$ cat src/rtl/pipeline_stage_register.sv
// Elastic valid/ready pipeline register with an optional two-entry skid buffer,
// synchronous flush (bubble insertion) and saturating stall/flush counters.
module pipeline_stage_register #(
    parameter int WIDTH = 81,
    parameter int SKID  = 1,
    parameter int CNT_W = 16
) (
    input  logic             clk,
    input  logic             reset,
    input  logic             flush,
    input  logic             s_valid,
    output logic             s_ready,
    input  logic [WIDTH-1:0] s_data,
    output logic             m_valid,
    input  logic             m_ready,
    output logic [WIDTH-1:0] m_data,
    output logic [1:0]       occupancy,
    output logic [CNT_W-1:0] stall_cnt,
    output logic [CNT_W-1:0] flush_cnt
);
    // state | meaning
    // EMPTY | no entry held, m_valid=0, main cleared
    // ONE   | main entry presented downstream, skid empty
    // FULL  | main presented, skid holds the next payload, s_ready=0 (SKID=1 only)
    typedef enum logic [1:0] {
        EMPTY = 2'd0,
        ONE   = 2'd1,
        FULL  = 2'd2
    } state_t;

    localparam logic [CNT_W-1:0] CNT_MAX = '1;

    state_t           state;
    logic [WIDTH-1:0] main_q;
    logic [WIDTH-1:0] skid_q;
    logic             s_ready_q;
    logic             m_valid_q;
    logic [1:0]       occ_q;
    logic             accept;

    assign s_ready   = (SKID != 0) ? s_ready_q : (!m_valid_q || m_ready);
    assign accept    = s_valid && s_ready;
    assign m_valid   = m_valid_q;
    assign m_data    = main_q;
    assign occupancy = occ_q;

    // main_q is zeroed whenever the stage empties, so m_data reads as a NOP bubble.
    always_ff @(posedge clk) begin
        if (reset) begin
            state     <= EMPTY;
            main_q    <= '0;
            skid_q    <= '0;
            s_ready_q <= 1'b1;
            m_valid_q <= 1'b0;
            occ_q     <= 2'd0;
            stall_cnt <= '0;
            flush_cnt <= '0;
        end else begin
            if (m_valid_q && !m_ready && !flush && stall_cnt != CNT_MAX)
                stall_cnt <= stall_cnt + CNT_W'(1);
            if (flush && flush_cnt != CNT_MAX)
                flush_cnt <= flush_cnt + CNT_W'(1);

            if (flush) begin
                state     <= EMPTY;
                main_q    <= '0;
                skid_q    <= '0;
                s_ready_q <= 1'b1;
                m_valid_q <= 1'b0;
                occ_q     <= 2'd0;
            end else begin
                unique case (state)
                    EMPTY: begin
                        if (accept) begin
                            main_q    <= s_data;
                            state     <= ONE;
                            m_valid_q <= 1'b1;
                            occ_q     <= 2'd1;
                        end
                    end
                    ONE: begin
                        if (accept && m_ready) begin
                            main_q <= s_data;
                        end else if (accept && SKID != 0) begin
                            skid_q    <= s_data;
                            state     <= FULL;
                            s_ready_q <= 1'b0;
                            occ_q     <= 2'd2;
                        end else if (m_ready) begin
                            main_q    <= '0;
                            state     <= EMPTY;
                            m_valid_q <= 1'b0;
                            occ_q     <= 2'd0;
                        end
                    end
                    FULL: begin
                        if (m_ready) begin
                            main_q    <= skid_q;
                            skid_q    <= '0;
                            state     <= ONE;
                            s_ready_q <= 1'b1;
                            occ_q     <= 2'd1;
                        end
                    end
                    default: begin
                        state     <= EMPTY;
                        main_q    <= '0;
                        skid_q    <= '0;
                        s_ready_q <= 1'b1;
                        m_valid_q <= 1'b0;
                        occ_q     <= 2'd0;
                    end
                endcase
            end
        end
    end

endmodule

$ cat config.mk
export PLATFORM = sky130hd
export DESIGN_NAME = pipeline_stage_register
export DESIGN_NICKNAME = d
export VERILOG_FILES = /design/src/rtl/pipeline_stage_register.sv
export SDC_FILE = /design/constraint.sdc
export NUM_CORES = 1
export LEC_CHECK = 0
export CAP_MARGIN = 20
export CORE_MARGIN = 5
export CORE_UTILIZATION = 45
export CTS_BUF_LIST = sky130_fd_sc_hd__clkbuf_8
export DETAILED_ROUTE_END_ITERATION = 16
export GPL_ROUTABILITY_DRIVEN = 0
export GPL_TIMING_DRIVEN = 1
export HOLD_SLACK_MARGIN = 0.02
export PLACE_DENSITY = 0.8
export SETUP_SLACK_MARGIN = 0.05
export SKIP_CTS_REPAIR_TIMING = 1
export SYNTH_ARGS = -nofsm -noshare
export SYNTH_HDL_FRONTEND = slang
export SYNTH_SLANG_ARGS = --single-unit
$ cat constraint.sdc
create_clock -name clk -period 2.6 [get_ports clk]
set_input_delay 0.52 -clock clk [delete_from_list [all_inputs] [get_ports clk]]
set_output_delay 0.52 -clock clk [all_outputs]
set_load 0.01 [all_outputs]
==> out/qor.yml <==
mostFrequentLayoutCell: "a21oi_1"
clock_latency_ps: 470
p_clk_share_pct: 33.8
worst_pin_slew_ps: 1110
power.switching_mw: 1.60
cp_slowest_cell: "clkdlybuf4s50_1"
grt_max_degree: 83
fin_setup_tns_ps: 0
grt_overflow: 0
core_sq_um: 21000
cts-buffers-inserted: 17
port_buffers: 202
clock-root-buffer: "clkbuf_8"
yosys_warnings: 0
cap_viol_max_count: 0
end_kind: "output port"
synthesis.nets: 1311
num_rows: 53
whs_ps: 459
internal-power_mw: 4.42
post-place-ws_ps: -78.0
antenna_found_initial: 1
synth-seq-cells: 198
final_hold_viol_count: 0
arrival_ps: 1780
drt-wirelength-per-cell_microns: 16.9
nets: 1448
final_cell_mix: "265 x a21oi_1, 202 x clkdlybuf4s50_1, 196 x dfxtp_1, 162 x nand2b_1, 95 x nand2_1"
cp.required_ps: 2080
io_pins: 203
hold_class: "register to register"
ys_seq_area_share_pct: 41.4
postSynthCellCount: 1223
via_per_inst: 5.61
p_leak_nw: 4.05
cts_max_path_buffers: 2
tritoncts: "yes"
slowest_delay_ps: 610
fin_crit_ps: 2300
die_w_microns: 156
drive_gt1_share_pct: 5.69
netlist-cell-type-count: 47
cts_sinks: 198
seq_power_share_pct: 51.9
final_antenna_net_count: 0
fmax_mhz: 435
path_max_fanout: 25
worst_slack_ps: 303
htreeDepth: 4
area_growth_pct: 29.0
slew_headroom_pct: 26.0
finalCritPeriodShare_pct: 88.3
rsz0062_at_grt: "no"
synth_edf_count: 0
drt-initial-drc-count: 837
cellPowerDensity_nw_per_um2: 487
drtPass1Iterations: 5
first_global_vias: 8592
hpwlAfterDp_microns: 17700
syn_area_per_cell_sq_um: 7.83
finalPower_mw: 6.01
synth-main-ff-cell: "dfxtp_1"
clock_skew_ps: 15.2
die_h_microns: 156
swShare_pct: 26.6
dieArea_sq_um: 24300
grt_usage_pct: 22.2
grt_pass1_wl_microns: 44500
totalWireLength_microns: 27900
ir_drop_mv: 0.319
n_fill_cell: 1889
status: "finished clean"
drc: 0
worstPathCellList: "buf_4 -> clkdlybuf4s50_1"
initial_core_util_pct: 45.7
path_class: "register to output port"
finalSetupViolCount: 0
synth_area_sq_um: 9570
cp-start-kind: "register"
pwr-share-comb_pct: 14.2
final_max_slew_viol_count: 0
async_reset_ff_share_pct: 0
vias: 9255
clk_pin_slew_ps: 90
-- synthesized netlist by cell type, drive strengths merged, types with 3 or more instances --
cell      n  area [sq um]
or3      11          68.8
nor3b     3          27.5
nand2b  162          1010
o211ai   82           616
o21bai    3          22.5
nor3      6          30.0
a21oi   266          1340
and3      5          31.3
inv       9          33.8
o31ai     9          67.6
dfxtp   198          3960
nor2b     5          31.3
buf      19          88.8
o21ai    12          60.1
nor4      4          37.5
nand3    94           470
nor2     19          71.3
mux2      3          33.8
and2     82           513
nand4    10          77.6
nand2    95           357
clkbuf   95           358
or4       8          60.1
-- cell families (layout without fill, tap and decap cells) --
group | Yosys count | count (layout) | synth area share [%]
adders and majority gates | 2 | 2 | 0.261
buffers and inverters | 123 | 272 | 5.02
xor gates and xnor gates | 3 | 3 | 0.275
muxes | 5 | 5 | 0.562
and+or+nand+nor | 511 | 511 | 29.7
DFF | 198 | 198 | 41.4
other | 0 | 2 | 0
AOI/OAI and AO/OA | 381 | 381 | 22.8
-- registers in the layout (all words and copies together) (netlist names) --
| signal | flops |
|---|---|
| flush_cnt | 16 |
| m_data | 81 |
| m_valid | 1 |
| occupancy | 2 |
| s_ready | 1 |
| skid_q | 81 |
| stall_cnt | 16 |
-- power groups by stage --
stage               sequential, mW  combinational [mW]  clock, mW
finish                        3.12               0.856       2.03
global route                  3.13               0.923       2.21
CTS                           3.12               0.858       2.08
detailed placement            3.19               0.856          0
global placement              3.19               0.843          0
floorplan                     3.21               0.414          0
-- path summary, 6_finish.rpt --
kind | startpoint | end | slack, ps | depth (start not counted)
worst max-delay path | occupancy[0]$_SDFFE_PP0P_ | occupancy[0] | 300 | 2
worst min register to register | m_data[56]$_SDFFE_PP0P_ | m_data[56]$_SDFFE_PP0P_ | 460 | 2
worst min-delay path | m_data[56]$_SDFFE_PP0P_ | m_data[56]$_SDFFE_PP0P_ | 460 | 2
worst max register to register | stall_cnt[0]$_SDFFE_PP0P_ | stall_cnt[0]$_SDFFE_PP0P_ | 410 | 6
-- cell type report --
cell class	instances	area, sq um	area share, %
timing repair buffer	232	2400	19.4
clock buffer	20	275	2.23
clock inverter	11	125	1.01
sequential	198	3970	32.1
tap	275	344	2.79
inverter	9	33.8	0.274
antenna	2	5.00	0.0405
multi-input combinational	902	5200	42.1
-- metal layers --
metal	vias up	routed length (microns)	track usage, %
met5	-	0	0
met4	0	729	8.88
met3	46	1870	4.13
met2	324	13800	37.6
met1	4360	11500	28.0
li1	4525	-	-
-- critical path: cells and delay by family, from the launching register on --
kind | cells | cell delay [ps]
flops | 1 | 390
buf+inv | 2 | 920
-- through the flow --
stage               util, %  cell area [sq um]  cells
finish                 58.9              12300   1649
detailed placement     57.0              11900   1616
global placement       57.0              11900   1616
CTS                    58.9              12300   1647
floorplan                 -               9570   1223
global route           58.9              12300   1648
No activity file was read; power rests on OpenSTA's default activity.
